**src/rtl/pwm_capture_if.sv**
```systemverilog
// Signal bundle between the PWM capture block and its consumer.
// The capture block takes the master side: it receives the raw PWM pin and
// drives the measurement results and status flags.
interface pwm_capture_if #(
  parameter int CNT_W = 16
);
  logic             i_pwm;
  logic [7:0]       o_duty;
  logic [CNT_W-1:0] o_high;
  logic [CNT_W:0]   o_period;
  logic             o_valid;
  logic             o_stuck_hi;
  logic             o_stuck_lo;
  logic             o_overrun;

  modport master (
    input  i_pwm,
    output o_duty, o_high, o_period, o_valid, o_stuck_hi, o_stuck_lo, o_overrun
  );

  modport slave (
    output i_pwm,
    input  o_duty, o_high, o_period, o_valid, o_stuck_hi, o_stuck_lo, o_overrun
  );
endinterface

```
**src/rtl/pwm_capture.sv**
```systemverilog
// PWM capture: measures high time and period of an asynchronous PWM input,
// derives an 8-bit duty value with a serial restoring divider, and flags
// inputs that stay at one level for TIMEOUT ticks.
// The interface instance must be built with the same CNT_W as this module.
module pwm_capture #(
  parameter int CNT_W   = 16,
  parameter int TIMEOUT = 50000
) (
  input  logic          i_clk,
  input  logic          i_rst,
  pwm_capture_if.master bus
);
  typedef enum logic [1:0] {IDLE, HIGH, LOW, STUCK} state_t;

  // Counter value on the last tick before a level counts as stuck
  localparam logic [CNT_W-1:0] LP_LAST = CNT_W'(TIMEOUT - 1);

  logic             r_sync1;
  logic             r_sync2;
  logic             r_prev;
  logic             w_rise;
  logic             w_fall;

  state_t           r_state;
  logic [CNT_W-1:0] r_hc;
  logic [CNT_W-1:0] r_lc;
  logic             r_stuck_hi;
  logic             r_stuck_lo;
  logic             w_stuck_enter;
  logic             w_start;
  logic [CNT_W:0]   w_period_now;

  logic             r_busy;
  logic [2:0]       r_iter;
  logic [CNT_W+1:0] r_rem;
  logic [CNT_W:0]   r_div;
  logic [7:0]       r_quo;
  logic [CNT_W-1:0] r_h_lat;
  logic [CNT_W+1:0] w_rem_sh;
  logic [CNT_W+1:0] w_rem_nx;
  logic             w_ge;
  logic [7:0]       w_quo_nx;

  logic [7:0]       r_duty;
  logic [CNT_W-1:0] r_high;
  logic [CNT_W:0]   r_period;
  logic             r_valid;

  // Two-flop synchronizer plus one cycle of history for edge detection
  always_ff @(posedge i_clk) begin
    if (i_rst) begin
      r_sync1 <= 1'b0;
      r_sync2 <= 1'b0;
      r_prev  <= 1'b0;
    end else begin
      r_sync1 <= bus.i_pwm;
      r_sync2 <= r_sync1;
      r_prev  <= r_sync2;
    end
  end

  assign w_rise = r_sync2 & ~r_prev;
  assign w_fall = ~r_sync2 & r_prev;

  // Timeout detection; an edge in the same cycle always takes precedence
  always_comb begin
    w_stuck_enter = 1'b0;
    case (r_state)
      IDLE:    w_stuck_enter = ~w_rise & (r_lc == LP_LAST);
      HIGH:    w_stuck_enter = ~w_fall & r_sync2 & (r_hc == LP_LAST);
      LOW:     w_stuck_enter = ~w_rise & (r_lc == LP_LAST);
      default: w_stuck_enter = 1'b0;
    endcase
  end

  // The rise cycle itself belongs to the next period, so hc+lc is the full period
  assign w_period_now = {1'b0, r_hc} + {1'b0, r_lc};
  assign w_start      = (r_state == LOW) & w_rise & ~r_busy;

  // Measurement FSM: level counters and the registered stuck flags
  always_ff @(posedge i_clk) begin
    if (i_rst) begin
      r_state    <= IDLE;
      r_hc       <= '0;
      r_lc       <= '0;
      r_stuck_hi <= 1'b0;
      r_stuck_lo <= 1'b0;
    end else begin
      case (r_state)
        IDLE: begin
          if (w_rise) begin
            r_state <= HIGH;
            r_hc    <= CNT_W'(1);
            r_lc    <= '0;
          end else if (w_stuck_enter) begin
            r_state    <= STUCK;
            r_stuck_hi <= r_sync2;
            r_stuck_lo <= ~r_sync2;
          end else begin
            r_lc <= r_lc + CNT_W'(1);
          end
        end
        HIGH: begin
          if (w_fall) begin
            r_state <= LOW;
            r_lc    <= CNT_W'(1);
          end else if (w_stuck_enter) begin
            r_state    <= STUCK;
            r_stuck_hi <= r_sync2;
            r_stuck_lo <= ~r_sync2;
          end else begin
            r_hc <= r_hc + CNT_W'(1);
          end
        end
        LOW: begin
          if (w_rise) begin
            r_state <= HIGH;
            r_hc    <= CNT_W'(1);
            r_lc    <= '0;
          end else if (w_stuck_enter) begin
            r_state    <= STUCK;
            r_stuck_hi <= r_sync2;
            r_stuck_lo <= ~r_sync2;
          end else begin
            r_lc <= r_lc + CNT_W'(1);
          end
        end
        STUCK: begin
          if (w_rise) begin
            r_state    <= HIGH;
            r_hc       <= CNT_W'(1);
            r_lc       <= '0;
            r_stuck_hi <= 1'b0;
            r_stuck_lo <= 1'b0;
          end else if (w_fall) begin
            r_state    <= IDLE;
            r_lc       <= CNT_W'(1);
            r_stuck_hi <= 1'b0;
            r_stuck_lo <= 1'b0;
          end
        end
        default: r_state <= IDLE;
      endcase
    end
  end

  // One restoring step: H < P, so starting the remainder at H yields floor(H*256/P)
  assign w_rem_sh = r_rem << 1;
  assign w_ge     = (w_rem_sh >= {1'b0, r_div});
  assign w_rem_nx = w_ge ? (w_rem_sh - {1'b0, r_div}) : w_rem_sh;
  assign w_quo_nx = (r_quo << 1) | {7'd0, w_ge};

  // Serial divider and result registers; stuck entry overrides any result
  always_ff @(posedge i_clk) begin
    if (i_rst) begin
      r_busy   <= 1'b0;
      r_iter   <= '0;
      r_rem    <= '0;
      r_div    <= '0;
      r_quo    <= '0;
      r_h_lat  <= '0;
      r_duty   <= '0;
      r_high   <= '0;
      r_period <= '0;
      r_valid  <= 1'b0;
    end else begin
      r_valid <= 1'b0;
      if (r_busy) begin
        r_rem  <= w_rem_nx;
        r_quo  <= w_quo_nx;
        r_iter <= r_iter + 3'd1;
        if (r_iter == 3'd7) begin
          r_busy   <= 1'b0;
          r_duty   <= w_quo_nx;
          r_high   <= r_h_lat;
          r_period <= r_div;
          r_valid  <= 1'b1;
        end
      end else if (w_start) begin
        r_busy  <= 1'b1;
        r_iter  <= '0;
        r_rem   <= {2'b00, r_hc};
        r_div   <= w_period_now;
        r_quo   <= '0;
        r_h_lat <= r_hc;
      end
      if (w_stuck_enter) begin
        r_duty   <= r_sync2 ? 8'hFF : 8'h00;
        r_high   <= '0;
        r_period <= '0;
        r_valid  <= 1'b1;
      end
    end
  end

  assign bus.o_duty     = r_duty;
  assign bus.o_high     = r_high;
  assign bus.o_period   = r_period;
  assign bus.o_valid    = r_valid;
  assign bus.o_stuck_hi = r_stuck_hi;
  assign bus.o_stuck_lo = r_stuck_lo;
  // Dropped-sample strobe appears in the rise cycle itself
  assign bus.o_overrun  = ~i_rst & w_rise & (r_state == LOW) & r_busy;
endmodule

```
**src/flat_wrapper.sv**
```systemverilog
// flat-port wrapper written by rule: the top's interface ports become plain ports
module pwm_capture_flat 
#(
  parameter int CNT_W   = 16,
  parameter int TIMEOUT = 50000
)
  (i_clk, i_rst, bus_i_pwm, bus_o_duty, bus_o_high, bus_o_period, bus_o_valid, bus_o_stuck_hi, bus_o_stuck_lo, bus_o_overrun);
  pwm_capture_if #(.CNT_W(CNT_W)) bus_i ();
  input  logic i_clk;
  input  logic i_rst;
  input wire logic [$bits(bus_i.i_pwm)-1:0] bus_i_pwm;
  output wire logic [$bits(bus_i.o_duty)-1:0] bus_o_duty;
  output wire logic [$bits(bus_i.o_high)-1:0] bus_o_high;
  output wire logic [$bits(bus_i.o_period)-1:0] bus_o_period;
  output wire logic [$bits(bus_i.o_valid)-1:0] bus_o_valid;
  output wire logic [$bits(bus_i.o_stuck_hi)-1:0] bus_o_stuck_hi;
  output wire logic [$bits(bus_i.o_stuck_lo)-1:0] bus_o_stuck_lo;
  output wire logic [$bits(bus_i.o_overrun)-1:0] bus_o_overrun;
  assign bus_i.i_pwm = bus_i_pwm;
  assign bus_o_duty = bus_i.o_duty;
  assign bus_o_high = bus_i.o_high;
  assign bus_o_period = bus_i.o_period;
  assign bus_o_valid = bus_i.o_valid;
  assign bus_o_stuck_hi = bus_i.o_stuck_hi;
  assign bus_o_stuck_lo = bus_i.o_stuck_lo;
  assign bus_o_overrun = bus_i.o_overrun;
  pwm_capture #(.CNT_W(CNT_W), .TIMEOUT(TIMEOUT)) u_core (.i_clk(i_clk), .i_rst(i_rst), .bus(bus_i));
endmodule
```
**config.mk**
```make
export PLATFORM = sky130hd
export DESIGN_NAME = pwm_capture_flat
export DESIGN_NICKNAME = d
export VERILOG_FILES = /design/src/rtl/pwm_capture_if.sv /design/src/rtl/pwm_capture.sv /design/src/flat_wrapper.sv
export SDC_FILE = /design/constraint.sdc
export NUM_CORES = 1
export LEC_CHECK = 0
export CORE_UTILIZATION = 60
export CTS_CLUSTER_DIAMETER = 150
export DETAILED_ROUTE_END_ITERATION = 8
export PLACE_DENSITY = 0.86
export SETUP_SLACK_MARGIN = 0.4
export SYNTH_ARGS = -nofsm -noshare
export SYNTH_HDL_FRONTEND = slang
export SYNTH_SLANG_ARGS = --single-unit
```
**constraint.sdc**
```tcl
create_clock -name i_clk -period 3.7 [get_ports i_clk]
set_input_delay 0.925 -clock i_clk [delete_from_list [all_inputs] [get_ports i_clk]]
set_output_delay 0.925 -clock i_clk [all_outputs]
set_load 0.05 [all_outputs]
```
==> Word-level counts from Yosys, hierarchy flattened <==
Cells that the tools add are included.
Widths: inputs -> output; s select.
{ "word_totals": {"input_bits": 3, "elab_cells": 108, "register_bits": 142, "output_inout_bits": 45} }
{ "classes": {"n_lt_le_gt_ge": 1, "bitwise_logic": 17, "mux": 43, "n_reduce_logical": 12, "eq_ne": 12, "add_sub_neg": 5} }
{ "ops": {"columns": ["operator", "count"], "rows": [
  ["$mux 16", 7],
  ["$mux 17", 3],
  ["$pmux 16 s3", 1],
  ["$add 16x1->16 const B", 2],
  ["$eq 16x16->1 const B", 2],
  ["$mux 8", 4],
  ["$pmux 16 s2", 1],
  ["$ge 18x17->1", 1],
  ["$add 16x16->17", 1],
  ["$sub 17x17->17", 1],
  ["$mux 1", 14],
  ["$mux 7", 2],
  ["$and 1x1->1", 10],
  ["$mux 2", 5],
  ["$or 8x1->8", 1],
  ["$mux 3", 2],
  ["$ne 2x2->1 const B", 3],
  ["$not 1->1", 6],
  ["$pmux 1 s3", 2],
  ["$pmux 2 s3", 1],
  ["$reduce_and 2->1", 3],
  ["$reduce_and 3->1", 2],
  ["$reduce_bool 2->1", 3],
  ["$eq 2x2->1 const B", 2],
  ["10 further kinds", 11]
]} }

==> Longest topological paths before layout <==
Gate-level depths: netlist (run 1).
{ "logic_depth": {"word_depth": 9, "depth_mapped": 10, "mapped_depth_nobuf": 9} }

==> Worst setup path after synthesis (run 1) <==
No wires, ideal clock.
{ "synth_path": {"path_type": "input -> output", "from": "input i_rst", "to": "output bus_o_overrun", "arrival_ns": 1.958, "n_path_buf": 1, "setup_slack_ns": 0.817, "required_time_ns": 2.775, "path_stages": 3, "path_cell_list": "clkbuf_1 nand2b_1 nor2_1"} }
{ "synth_between": {"elab_chain_cells": 4} }
{ "synth_rtl": {"columns": ["element", "line_no", "text"], "rows": [
  ["from (decl)", "flat_wrapper.sv:10", "input logic i_rst;"],
  ["$not 1->1", "pwm_capture.sv:203", "assign bus.o_overrun = ~i_rst & w_rise & (r_state == LOW) & r_busy;"],
  ["$and 1x1->1 (3 in series)", "pwm_capture.sv:203", null],
  ["to (decl)", "flat_wrapper.sv:18", "output wire logic [$bits(bus_i.o_overrun)-1:0] bus_o_overrun;"]
]} }
Every way passes these cells.

==> Worst setup path after layout (run 1) <==
{ "layout_path": {"from": "register u_core.r_sync2", "to": "output bus_o_overrun"} }
{ "layout_between": {"elab_chain_cells": 4} }
{ "layout_rtl": {"columns": ["element", "line_no", "text"], "rows": [
  ["from (decl)", "pwm_capture.sv:19", "logic r_sync2;"],
  ["from (signal assigned)", "pwm_capture.sv:57", "r_sync2 <= r_sync1;"],
  ["$and 1x1->1", "pwm_capture.sv:62", "assign w_rise = r_sync2 & ~r_prev;"],
  ["$and 1x1->1 (3 in series)", "pwm_capture.sv:203", null]
]} }
Every way passes these cells.

==> flow_metrics.env, run 1 <==
export IMPL_status="completed"
export IMPL_path_class="reg2out"
export IMPL_ys_seq_area_share_pct=35.7
export IMPL_area_delta_synth_final_pct=13.7
export IMPL_switching_share_pct=23.4
export IMPL_cp_cell_sequence="nand3b_1 > or2_1 > nor2_1 > buf_4"
export IMPL_async_flop_share_pct=0
export IMPL_cts_tree="built"
export IMPL_placed_area_um2=8470
export IMPL_timing_fmax_ghz=0.329
export IMPL_end_kind="output pin"
export IMPL_netlist_area_um2=7970
export IMPL_vdd_drop_max_v=0.000331
export IMPL_synth_area_per_cell_um2=7.94
export IMPL_ioPinCount=48
export IMPL_routed_wl_um=20400
export IMPL_cts_resized=0
export IMPL_clk_latency_ns=0.42
export IMPL_cts_max_path_buffers=2
export IMPL_ys_types=78
export IMPL_rrSetupSlack_ns=1.01
export IMPL_path_max_fanout=14
export IMPL_min_period_ns=3.04
export IMPL_nFillCells=943
export IMPL_final_net_count=1063
export IMPL_syn_num_nets=1045
export IMPL_hpwl_um=13800
export IMPL_drt_iter0_markers=778
export IMPL_ys_warnings_count=0
export IMPL_grt_pass1_vias=6502
export IMPL_arrival_ns=2.11
export IMPL_io_buffers=47
export IMPL_path_buf_inv=1
export IMPL_via_per_inst=6.25
export IMPL_hp_class="reg2reg"
export IMPL_ant_nets=0
export IMPL_grt_usage_pct=30.7
export IMPL_setup_viol=0
export IMPL_route_detailed_drc=0
export IMPL_min_period_over_period_pct=82.1
export IMPL_slowest_delay_ns=0.53
export IMPL_power_density_nw_per_um2=370
export IMPL_postCtsHoldBufs=0
export IMPL_numCtsBuffers=17
export IMPL_grt_overflow=0
export IMPL_die_h_um=117
export IMPL_die_area_um2=13700
export IMPL_antenna_found_initial=0
export IMPL_finalHoldViolations=0
export IMPL_placementRows=41
export IMPL_design_area_um2=9060
export IMPL_rsz0062_at_grt="no"
export IMPL_path_clk_slew_ns=0.06
export IMPL_start_util_pct=62.4
export IMPL_p_seq_share_pct=46.3
export IMPL_switching_power_mw=0.784
export IMPL_die_width_um=117
export IMPL_grt_max_degree=93
export IMPL_post_cts_repair_setup_buffers=0
export IMPL_max_cap_viol_count=0
export IMPL_ys_ff_latch=142
export IMPL_tightest_slew_ns=0.923
export IMPL_synth_top_flop_cell="dfxtp_1"
export IMPL_gp_congestion=0.950
export IMPL_p_leak_nw=3.41
export IMPL_multi_input_area_um2=4700
export IMPL_cp_top_family="simple AND/OR/NAND/NOR gates"
export IMPL_slew_violations=0
export IMPL_finClkSkew_ns=0.00591
export IMPL_comb_power_share_pct=3.1
export IMPL_start_kind="flip-flop"
export IMPL_grt_pass1_wl_um=32400
export IMPL_crit_slowest_cell="dfxtp_1"
export IMPL_synth_edf_count=0
export IMPL_clock_sinks=142
export IMPL_vias=7541
export IMPL_slew_limit_headroom_pct=38.3
export IMPL_clock_root_buffer="clkbuf_16"
export IMPL_finalSetupTns_ns=0
export IMPL_n_antenna_cell=0
export IMPL_syn_inst=1003
export IMPL_core_region_area_um2=12800
export IMPL_worstPathRequired_ns=2.77
export IMPL_post_drt_wl_per_cell_um=16.9
export IMPL_register_area_um2=2840
export IMPL_h_tree_depth=4
export IMPL_drive_above_1_share_pct=6.67
export IMPL_cell_internal_pwr_mw=2.56
export IMPL_drt_pass1_iter_count=5
export IMPL_p_clk_share_pct=50.6
logic make-up after synthesis:
group                      count (synthesis)  share of synthesized area, %
buffers and inverters                     96                          5.31
adders and majority gates                 40                          6.45
and+or+nand+nor                          408                          25.1
xor gates and xnor gates                  29                          3.19
DFF                                      142                          35.7
AOI/OAI and AO/OA                        263                          21.1
muxes                                     25                          3.16
cell type report:
type                            count  area share (%)
Timing Repair Buffer               57            6.22
Inverter                           38            1.57
Multi-Input combinational cell    765            51.9
Clock buffer                       20            5.15
Sequential cell                   142            31.4
Clock inverter                     12            1.38
Tap cell                          172            2.38
state kept, by name (all words and copies together), names as in the netlist, 2 cells and up:
signal	count
u_core.bus.o_duty	8
u_core.bus.o_high	16
u_core.bus.o_period	17
u_core.r_div	17
u_core.r_h_lat	16
u_core.r_hc	16
u_core.r_iter	3
u_core.r_lc	16
u_core.r_quo	7
u_core.r_rem	17
u_core.r_state	2
cells in the mapped netlist, types with 3 or more instances:
| cell type | count | share of area [%] |
|---|---|---|
| nor3_2 | 7 | 0.88 |
| a21o_1 | 13 | 1.2 |
| mux2i_1 | 24 | 3.0 |
| o221ai_1 | 7 | 0.77 |
| o32ai_1 | 3 | 0.33 |
| inv_1 | 38 | 1.8 |
| nor4_2 | 4 | 0.63 |
| nor3_1 | 15 | 0.94 |
| nor4b_1 | 5 | 0.55 |
| nor2b_1 | 8 | 0.63 |
| a22oi_1 | 4 | 0.38 |
| nand2b_1 | 14 | 1.1 |
| dfxtp_1 | 142 | 36 |
| a311oi_1 | 6 | 0.66 |
| or3_1 | 7 | 0.55 |
| o31ai_1 | 8 | 0.75 |
| o21a_1 | 9 | 0.85 |
| buf_1 | 4 | 0.19 |
| o22ai_1 | 4 | 0.31 |
| nand3b_1 | 6 | 0.57 |
| a211oi_1 | 13 | 1.2 |
| nor2_1 | 84 | 4.0 |
| o211ai_1 | 8 | 0.75 |
| a31oi_1 | 7 | 0.55 |
| nand2_1 | 170 | 8.0 |
| o21ai_1 | 5 | 0.31 |
| buf_2 | 14 | 0.88 |
| and4b_1 | 4 | 0.50 |
| nand3_1 | 22 | 1.4 |
| buf_4 | 7 | 0.66 |
| and3_1 | 18 | 1.4 |
| o21ai_0 | 30 | 1.9 |
| xnor2_1 | 22 | 2.4 |
| ha_1 | 37 | 5.8 |
| clkbuf_1 | 31 | 1.5 |
| nor3b_1 | 3 | 0.28 |
| and2_1 | 4 | 0.31 |
| and4_1 | 6 | 0.66 |
| a21oi_1 | 119 | 7.5 |
| nor4_1 | 4 | 0.31 |
| nand4_1 | 15 | 1.2 |
| xor2_1 | 7 | 0.77 |
path summary, 6_finish.rpt:
check	to	start	cells after the start
worst min-delay path	u_core.r_sync2	u_core.r_sync1	1
worst max-delay path	bus_o_overrun	u_core.r_sync2	4
worst max register to register	u_core.r_rem[1]	u_core.r_div[7]	8
worst min register to register	u_core.r_sync2	u_core.r_sync1	1
metal layers:
metal | GRT usage (%) | share of wire, % | vias up
met1 | 41.3 | 45 | 3563
met3 | 6.95 | 7.7 | 41
met5 | 0 | 0 | -
met4 | 12.6 | 2.2 | 0
met2 | 47.5 | 45 | 322
li1 | - | - | 3615
power by group through the flow:
stage / logic, mW / registers (mW) / clock network (mW)
final: 0.103 / 1.55 / 1.69
after global routing: 0.112 / 1.55 / 1.78
after CTS: 0.101 / 1.55 / 1.71
after detailed placement: 0.0989 / 1.58 / 0
after global placement: 0.0959 / 1.58 / 0
after floorplan: 0.0814 / 1.58 / 0
through the flow:
stage	power (mW)	setup slack (ns)	instances	hold slack [ns]	util, %
floorplan	1.66	0.817	1003	0.414	-
global placement	1.68	1.07	1174	0.421	66.3
detailed placement	1.68	1.07	1174	0.429	66.3
CTS	3.36	0.703	1206	0.447	70.9
global route	3.44	0.593	1206	0.465	70.9
finish	3.35	0.663	1206	0.440	70.9
cell usage in the layout (no fill, tap or decap), types with 5 or more instances in the layout:
cell type	synthesis	routed
dfxtp_1	142	142
o221ai_1	7	7
nor2b_1	8	8
a21o_1	13	13
inv_1	38	38
a31oi_1	7	7
nand3_1	22	22
o211ai_1	8	8
clkbuf_16	0	17
and4_1	6	6
o21ai_0	30	30
o21ai_1	5	5
nor4b_1	5	5
nor3_2	7	7
o31ai_1	8	8
nand3b_1	6	6
buf_4	7	9
clkdlybuf4s50_1	0	45
nand2b_1	14	14
nand4_1	15	15
a211oi_1	13	13
ha_1	37	37
mux2i_1	24	24
a311oi_1	6	6
xor2_1	7	7
xnor2_1	22	22
nand2_1	170	170
nor3_1	15	15
and3_1	18	18
or3_1	7	7
a21oi_1	119	119
o21a_1	9	9
nor2_1	84	84
No activity file was read; power rests on OpenSTA's default activity.
==> run 2, diff against run 1 <==
Settings changed: CORE_UTILIZATION 60 to 54, PLACE_DENSITY 0.86 to 0.82.
Clock period 3.7 ns to 2.56 ns, I/O delays scaled along.
==> flow_metrics.env, run 2 (synthesized netlist as in run 1, its figures left out) <==
export IMPL_status="completed"
export IMPL_cp_cell_sequence="inv_2 > fa_2 > nand2b_4 > a211oi_4 > buf_4 > o31ai_4 > o211ai_4 > or4b_4 > o221ai_2"
export IMPL_drt_iter0_markers=1007
export IMPL_finalPower_mw=4.96
export IMPL_drive_above_1_share_pct=19.3
export IMPL_core_region_area_um2=14500
export IMPL_ant_nets=0
export IMPL_place_inst=1219
export IMPL_finClkSkew_ns=0.00862
export IMPL_setup_viol=0
export IMPL_slowest_delay_ns=0.50
export IMPL_whs_ns=0.444
export IMPL_hpwl_um=14800
export IMPL_clock_root_buffer="clkbuf_16"
export IMPL_max_cap_viol_count=0
export IMPL_min_period_ns=2.26
export IMPL_antenna_found_initial=0
export IMPL_tightest_slew_ns=0.655
export IMPL_grt_pass1_vias=6875
export IMPL_post_drt_wl_per_cell_um=18.9
export IMPL_fin_cells=1279
export IMPL_h_tree_depth=4
export IMPL_placementRows=44
export IMPL_worstPathRequired_ns=2.91
export IMPL_finalSetupTns_ns=0
export IMPL_postCtsHoldBufs=0
export IMPL_path_class="reg2reg"
export IMPL_post_route_util_pct=68.9
export IMPL_nFillCells=1064
export IMPL_path_max_fanout=4
export IMPL_cts_tree="built"
export IMPL_cts_max_path_buffers=2
export IMPL_clock_sinks=142
export IMPL_power_density_nw_per_um2=497
export IMPL_timing_fmax_ghz=0.442
export IMPL_slew_violations=0
export IMPL_via_per_inst=6.29
export IMPL_die_width_um=123
export IMPL_grt_pass1_wl_um=35000
export IMPL_arrival_ns=2.62
export IMPL_io_buffers=47
export IMPL_clk_latency_ns=0.43
export IMPL_final_net_count=1124
export IMPL_rsz0062_at_grt="yes"
export IMPL_start_util_pct=55.0
export IMPL_numCtsBuffers=17
export IMPL_gp_congestion=0.929
export IMPL_drt_pass1_iter_count=5
export IMPL_route_detailed_drc=0
export IMPL_die_area_um2=15200
export IMPL_area_delta_synth_final_pct=25.2
export IMPL_layout_commonest_cell="nand2_1"
export IMPL_final_cell_mix="nand2_1, dfxtp_1, a21oi_1"
export IMPL_hp_class="reg2reg"
export IMPL_cp_top_family="simple AND/OR/NAND/NOR gates"
export IMPL_min_period_over_period_pct=88.4
export IMPL_path_buf_inv=2
export IMPL_p_leak_nw=4.00
export IMPL_die_h_um=123
export IMPL_grt_max_degree=93
export IMPL_n_antenna_cell=0
export IMPL_register_area_um2=2880
export IMPL_slew_limit_headroom_pct=56.2
export IMPL_start_kind="flip-flop"
export IMPL_path_clk_slew_ns=0.07
export IMPL_multi_input_area_um2=5140
export IMPL_end_kind="flip-flop"
export IMPL_routed_wl_um=24200
export IMPL_crit_slowest_cell="or4b_4"
export IMPL_grt_overflow=0
export IMPL_ioPinCount=48
export IMPL_grt_usage_pct=29.8
export IMPL_vdd_drop_max_v=0.000467
export IMPL_vias=8046
export IMPL_finalHoldViolations=0
==> run 2: worst reg2reg max path, delay by kind of cell (launching register included) <==
family          cells  cell delay [ns]
buf+inv             2             0.23
fa+ha+maj           1             0.40
simple gates        2             0.68
flops               1             0.33
compound gates      4             0.56
==> run 2: final timing paths <==
check                       start              end  slack [ns]  cells after the start
hold / removal     u_core.r_sync1   u_core.r_sync2        0.44                      1
setup / recovery  u_core.r_rem[0]  u_core.r_rem[1]        0.30                      9
hold reg to reg    u_core.r_sync1   u_core.r_sync2        0.44                      1
setup reg to reg  u_core.r_rem[0]  u_core.r_rem[1]        0.30                      9
==> run 2: layout make-up <==
cell class	count	share of cell area (%)
Tap cell	184	2.31
Timing Repair Buffer	117	9.93
Inverter	38	1.43
Clock inverter	13	1.63
Sequential cell	142	28.9
Multi-Input combinational cell	766	51.5
Clock buffer	19	4.34
==> run 2: timing repair <==
action | CTS | global route
pin swaps | 12 | 28
endpoints found under the setup margin | 78 | 59
buffers inserted | 5 | 20
resized for setup | 93 | 68
gates cloned | 1 | 2
==> run 2: routing by layer <==
layer / part of all wire, % / vias up / global-route usage, %
met4: 2.8 / 0 / 10.2
met5: 0 / - / 0
met3: 7.7 / 65 / 6.92
met1: 42 / 3836 / 39.9
li1: - / 3742 / -
met2: 47 / 403 / 46.9
==> run 2: where the power goes <==
group	switching, mW	internal (mW)	leakage, nW	total (mW)
logic	0.110	0.0601	2.56	0.170
registers	0.0204	2.22	1.16	2.24
clock network	1.01	1.54	0.284	2.55
==> run 2: per-stage QoR <==
stage          instance area (µm²)  worst slack, ns
6_report                      9980            0.297
5_1_grt                       9980            0.227
4_1_cts                       9530            0.328
3_5_place_dp                  8740            0.142
3_3_place_gp                  8740            0.223
2_1_floorplan                 7980            0.416
